File: src/rtl/mem_port_arbiter.sv
// Round-robin arbiter sharing one memory port among N engines, with a per-grant ack budget.
// Optional ARB_ADDR_WINDOW_EN: offsets each requester's address by (index << WINDOW_SHIFT).
module mem_port_arbiter #(
  parameter int N            = 4,
  parameter int AW           = 32,
  parameter int DW           = 32,
  parameter int BURST_MAX    = 8,
  parameter int WINDOW_SHIFT = 12
) (
  input  logic              clk,
  input  logic              reset,
  input  logic [2*N-1:0]    req_op_i,
  input  logic [AW*N-1:0]   req_addr_i,
  input  logic [DW*N-1:0]   req_wdata_i,
  output logic [N-1:0]      req_opdone_o,
  output logic [DW-1:0]     req_rdata_o,
  output logic [N-1:0]      grant_o,
  output logic [1:0]        mem_op_o,
  output logic [AW-1:0]     mem_addr_o,
  output logic [DW-1:0]     mem_wdata_o,
  input  logic [DW-1:0]     mem_rdata_i,
  input  logic              mem_ack_i,
  output logic              busy_o
);

  localparam int IW = (N > 1) ? $clog2(N) : 1;
  localparam int CW = $clog2(BURST_MAX + 1);
`ifdef ARB_ADDR_WINDOW_EN
  localparam bit WIN_EN = 1'b1;
`else
  localparam bit WIN_EN = 1'b0;
`endif

  typedef enum logic {IDLE, GRANT} state_t;

  state_t        state_q, state_d;
  logic [N-1:0]  grant_q, grant_d;
  logic [IW-1:0] gidx_q, gidx_d, rr_q, rr_d;
  logic [CW-1:0] cnt_q, cnt_d, cnt_inc;
  logic [N-1:0]  pend;
  logic          found;
  logic [IW-1:0] sel;
  logic [1:0]    g_op;
  logic          others_pend, burst_hit, release_g;

  for (genvar r = 0; r < N; r++) begin : g_pend
    assign pend[r] = |req_op_i[2*r +: 2];
  end

  // Rotating priority search; walking the offsets downward lets the smallest offset win.
  always_comb begin
    found = 1'b0;
    sel   = '0;
    for (int i = N - 1; i >= 0; i--) begin
      if (pend[(int'(rr_q) + i) % N]) begin
        found = 1'b1;
        sel   = IW'((int'(rr_q) + i) % N);
      end
    end
  end

  assign g_op        = req_op_i[2*int'(gidx_q) +: 2];
  assign others_pend = |(pend & ~grant_q);
  assign cnt_inc     = (cnt_q == CW'(BURST_MAX)) ? cnt_q : cnt_q + 1'b1;
  // A saturated count still counts as "reaching the budget" once someone else waits.
  assign burst_hit   = mem_ack_i && (cnt_inc == CW'(BURST_MAX)) && others_pend;
  assign release_g   = (g_op == 2'b00) || burst_hit;

  always_ff @(posedge clk) begin
    if (reset) begin
      state_q <= IDLE;
      grant_q <= '0;
      gidx_q  <= '0;
      rr_q    <= '0;
      cnt_q   <= '0;
    end else begin
      state_q <= state_d;
      grant_q <= grant_d;
      gidx_q  <= gidx_d;
      rr_q    <= rr_d;
      cnt_q   <= cnt_d;
    end
  end

  always_comb begin
    state_d = state_q;
    grant_d = grant_q;
    gidx_d  = gidx_q;
    rr_d    = rr_q;
    cnt_d   = cnt_q;
    case (state_q)
      IDLE: if (found) begin
        state_d = GRANT;
        grant_d = N'(1) << sel;
        gidx_d  = sel;
        cnt_d   = '0;
      end
      GRANT: begin
        if (release_g) begin
          state_d = IDLE;
          grant_d = '0;
          rr_d    = (gidx_q == IW'(N - 1)) ? '0 : gidx_q + 1'b1;
          cnt_d   = '0;
        end else if (mem_ack_i) begin
          cnt_d = cnt_inc;
        end
      end
      default: state_d = IDLE;
    endcase
  end

  always_comb begin
    req_opdone_o = '0;
    req_rdata_o  = mem_rdata_i;
    grant_o      = grant_q;
    mem_op_o     = 2'b00;
    mem_addr_o   = '0;
    mem_wdata_o  = '0;
    busy_o       = 1'b0;
    if (reset) begin
      req_rdata_o = '0;
      grant_o     = '0;
    end else if (state_q == GRANT) begin
      busy_o       = 1'b1;
      mem_op_o     = g_op;
      mem_addr_o   = req_addr_i[int'(gidx_q)*AW +: AW]
                   + (WIN_EN ? (AW'(gidx_q) << WINDOW_SHIFT) : '0);
      mem_wdata_o  = req_wdata_i[int'(gidx_q)*DW +: DW];
      req_opdone_o = grant_q & {N{mem_ack_i}};
    end
  end

endmodule
File: config.mk
export PLATFORM = sky130hd
export DESIGN_NAME = mem_port_arbiter
export DESIGN_NICKNAME = d
export VERILOG_FILES = /design/src/rtl/mem_port_arbiter.sv
export SDC_FILE = /design/constraint.sdc
export NUM_CORES = 1
export LEC_CHECK = 0
export ABC_AREA = 1
export CAP_MARGIN = 0
export CORE_AREA = 5 5 156 158
export DETAILED_ROUTE_END_ITERATION = 6
export DIE_AREA = 0 0 161 163
export DONT_BUFFER_PORTS = 1
export SKIP_LAST_GASP = 1
export SLEW_MARGIN = 30
export SYNTH_ARGS = -nofsm -noshare
export SYNTH_HDL_FRONTEND = slang
export SYNTH_SLANG_ARGS = --single-unit
export TNS_END_PERCENT = 1
File: constraint.sdc
create_clock -name clk -period 3.5 [get_ports clk]
set_clock_uncertainty 0.15 [all_clocks]
set_input_delay 0.35 -clock clk [delete_from_list [all_inputs] [get_ports clk]]
set_output_delay 0.35 -clock clk [all_outputs]
set_load 0.01 [all_outputs]
==> results of run 1 <==
sequential cells by signal (all words and copies together) (netlist names):
| signal | count |
|---|---|
| gidx_q | 2 |
| state_q | 1 |
| cnt_q | 4 |
| rr_q | 2 |
| grant_q | 4 |
Yosys cell counts (7+ instances only):
library cell	count	area share
nor2_1	319	0.34
o21ai_0	128	0.18
a21oi_1	70	0.10
nand2_1	56	0.060
inv_1	45	0.048
clkbuf_1	27	0.029
buf_2	20	0.029
dfxtp_1	13	0.075
nand3_1	9	0.013
buf_1	8	0.0086
inv_2	7	0.0075
o21ai_1	7	0.010
metrics by stage:
step	area [sq um]	hold WS (ns)
after floorplan	3490	0.362
after global placement	3670	0.275
after detailed placement	3670	0.274
after CTS	3750	0.0204
after global routing	3760	0.0204
final	3760	0.0212
logic make-up (layout without fill, tap and decap cells):
| group | after synthesis | after routing |
|---|---|---|
| other | 0 | 4 |
| xor gates and xnor gates | 3 | 3 |
| and+or+nand+nor | 412 | 412 |
| buffers and inverters | 112 | 66 |
| adders and majority gates | 3 | 3 |
| DFF | 13 | 13 |
| AOI/OAI and AO/OA | 208 | 208 |
worst max-delay path, cell delays in order (launching register included):
cell and delay, ns:
dfxtp_4 0.53, clkinv_2 0.66, buf_12 0.44, o21ai_0 0.29, a21oi_1 0.26
cell type report:
cell class | instances | area (sq um) | share of cell area
multi-input cells | 626 | 2760 | 0.734
well taps | 290 | 363 | 0.0965
flip-flops and latches | 13 | 265 | 0.0705
inverters | 55 | 216 | 0.0576
clock buffers | 3 | 75.1 | 0.0200
repair buffers | 7 | 65.1 | 0.0173
diodes | 4 | 10.0 | 0.00266
clock inverters | 1 | 5.00 | 0.00133
what timing repair did:
| item | 4_1_cts | 5_1_grt |
|---|---|---|
| endpoints found under the hold margin | 0 | 0 |
| endpoints found under the setup margin | 0 | 1 |
| gates resized for setup | 0 | 1 |
where the power goes:
group          internal [mW]  switching, mW  total, mW
Combinational          0.278          0.680      0.958
Clock                  0.152         0.0673      0.220
Sequential             0.172         0.0404      0.212
Total                  0.602          0.788       1.39
layer usage:
metal	vias to the layer above	part of all wire	wire length, um	track usage
li1	2301	-	-	-
met1	2118	0.37	6970	0.146
met2	344	0.48	9060	0.223
met3	28	0.11	2150	0.0392
met4	6	0.027	500	0.0388
met5	-	0.0022	41	0
final timing paths:
path,startpoint,to,slack (ns)
max,gidx_q[0]$_SDFFE_PP0P_,mem_wdata_o[29],0.49
min,reset,state_q$_SDFF_PP0_,0.02
max reg2reg,gidx_q[0]$_SDFFE_PP0P_,cnt_q[3]$_SDFFE_PP0P_,0.91
min reg2reg,cnt_q[1]$_SDFFE_PP0P_,cnt_q[1]$_SDFFE_PP0P_,0.40
==> results_dict.tcl, run 1 <==
set metrics [dict create \
    crit_required_ns 3.00 \
    port-buffer-count 0 \
    grt_start_max_net_pins 68 \
    initial_core_util 0.152 \
    fin_crit_sh 0.859 \
    place_inst 991 \
    nets 1008 \
    area_growth_pct 7.86 \
    hold_path_depth 1 \
    synth_edf_count 0 \
    finalHoldViolCount 0 \
    netlist_area_sq_um 3490 \
    die_h_um 163 \
    cts_hold_buffers 0 \
    powerDensity_nw_per_um2 370 \
    p_total_mw 1.39 \
    ys_warn_count 0 \
    drtIter0Drc 416 \
    synth_xor_area_frac 0.00754 \
    maxCapViolations 0 \
    clockBufferDepth 2 \
    reg2reg_depth 11 \
    setup_tns_ns 0 \
    clock_sinks 13 \
    cts_tree "built" \
    synth_nets 1053 \
    post_drt_via_cell_ratio 4.80 \
    synth_top_flop_cell "dfxtp_1" \
    synth.mux.area_fraction 0 \
    clk_pin_slew_ns 0.05 \
    drc 0 \
    critPathMaxFanout 60 \
    synth_compound_area_frac 0.302 \
    cp-start-kind "flop" \
    grt_usage 0.126 \
    layout_common_cells "nor2_1 (319), o21ai_0 (128), a21oi_1 (70)" \
    setup_violations 0 \
    core_sq_um 23000 \
    finalNonFillerCells 999 \
    preCtsSetupSlack_ns 0.715 \
    grt_pass1_wl_mm 25.9 \
    antenna_left 0 \
    clockRootBuffer "clkbuf_16" \
    grt_pass1_vias 4200 \
    n_fill_cell 2692 \
    vias 4797 \
    cts-htree-levels 1 \
    p_leak_nw 1.57 \
    synth_top_family_by_area "simple AND/OR/NAND/NOR gates" \
    critPathCaptureType "output pin" \
    dp_hpwl_mm 15.6 \
    ys_types 28 \
    synthArstFlopShare 0 \
    synth.avg_cell_area_sq_um 4.64 \
    layout_commonest_cell "nor2_1" \
    maxSlewHeadroom 0.477 \
    synth-seq-cells 13 \
    yosys.area_share.simple 0.472 \
    post-route-min-period_ns 3.01 \
    die_area_sq_um 26200 \
    status "finished clean" \
    fin_util 0.164 \
    chipWidth_um 161 \
    tightestPinTransition_ns 0.785 \
    ir_drop_mv 0.295 \
    crit_arrival_ns 2.51 \
    netlist_instances 751 \
    clock_latency_ns 0.24 \
    timing.hold.worst.class "in -> reg" \
    setup_ws_ns 0.495 \
    ys_seq_area_frac 0.0747 \
    overflow 0 \
    drt_first_pass_iters 5 \
    fmax_mhz 333 \
    antenna_found_initial 7 \
    wl_mm 18.7 \
    post_cts_buffers 0 \
    synth_fa_ha_area_frac 0.0108 \
    gp_congestion 0.858 \
    io_pins 406 \
    wire_per_inst_um 18.7 \
    cts_made_buffers 3 \
    drive_gt1_frac 0.0567 \
    slew_viol_final 0 \
    rows 56 \
    rsz0062_at_grt "no" \
    worst-setup-path-type "reg -> out" \
]
(Power assumes the default switching activity.)
==> run 2, diff against run 1 <==
--- a/config.mk
+++ b/config.mk
@@ -11,6 +11,7 @@
 export DETAILED_ROUTE_END_ITERATION = 6
 export DIE_AREA = 0 0 161 163
 export DONT_BUFFER_PORTS = 1
+export SKIP_CTS_REPAIR_TIMING = 1
 export SKIP_LAST_GASP = 1
 export SLEW_MARGIN = 30
 export SYNTH_ARGS = -nofsm -noshare
==> results of run 2 <==
The final DEF is identical to that of run 1; final timing and power are the same.
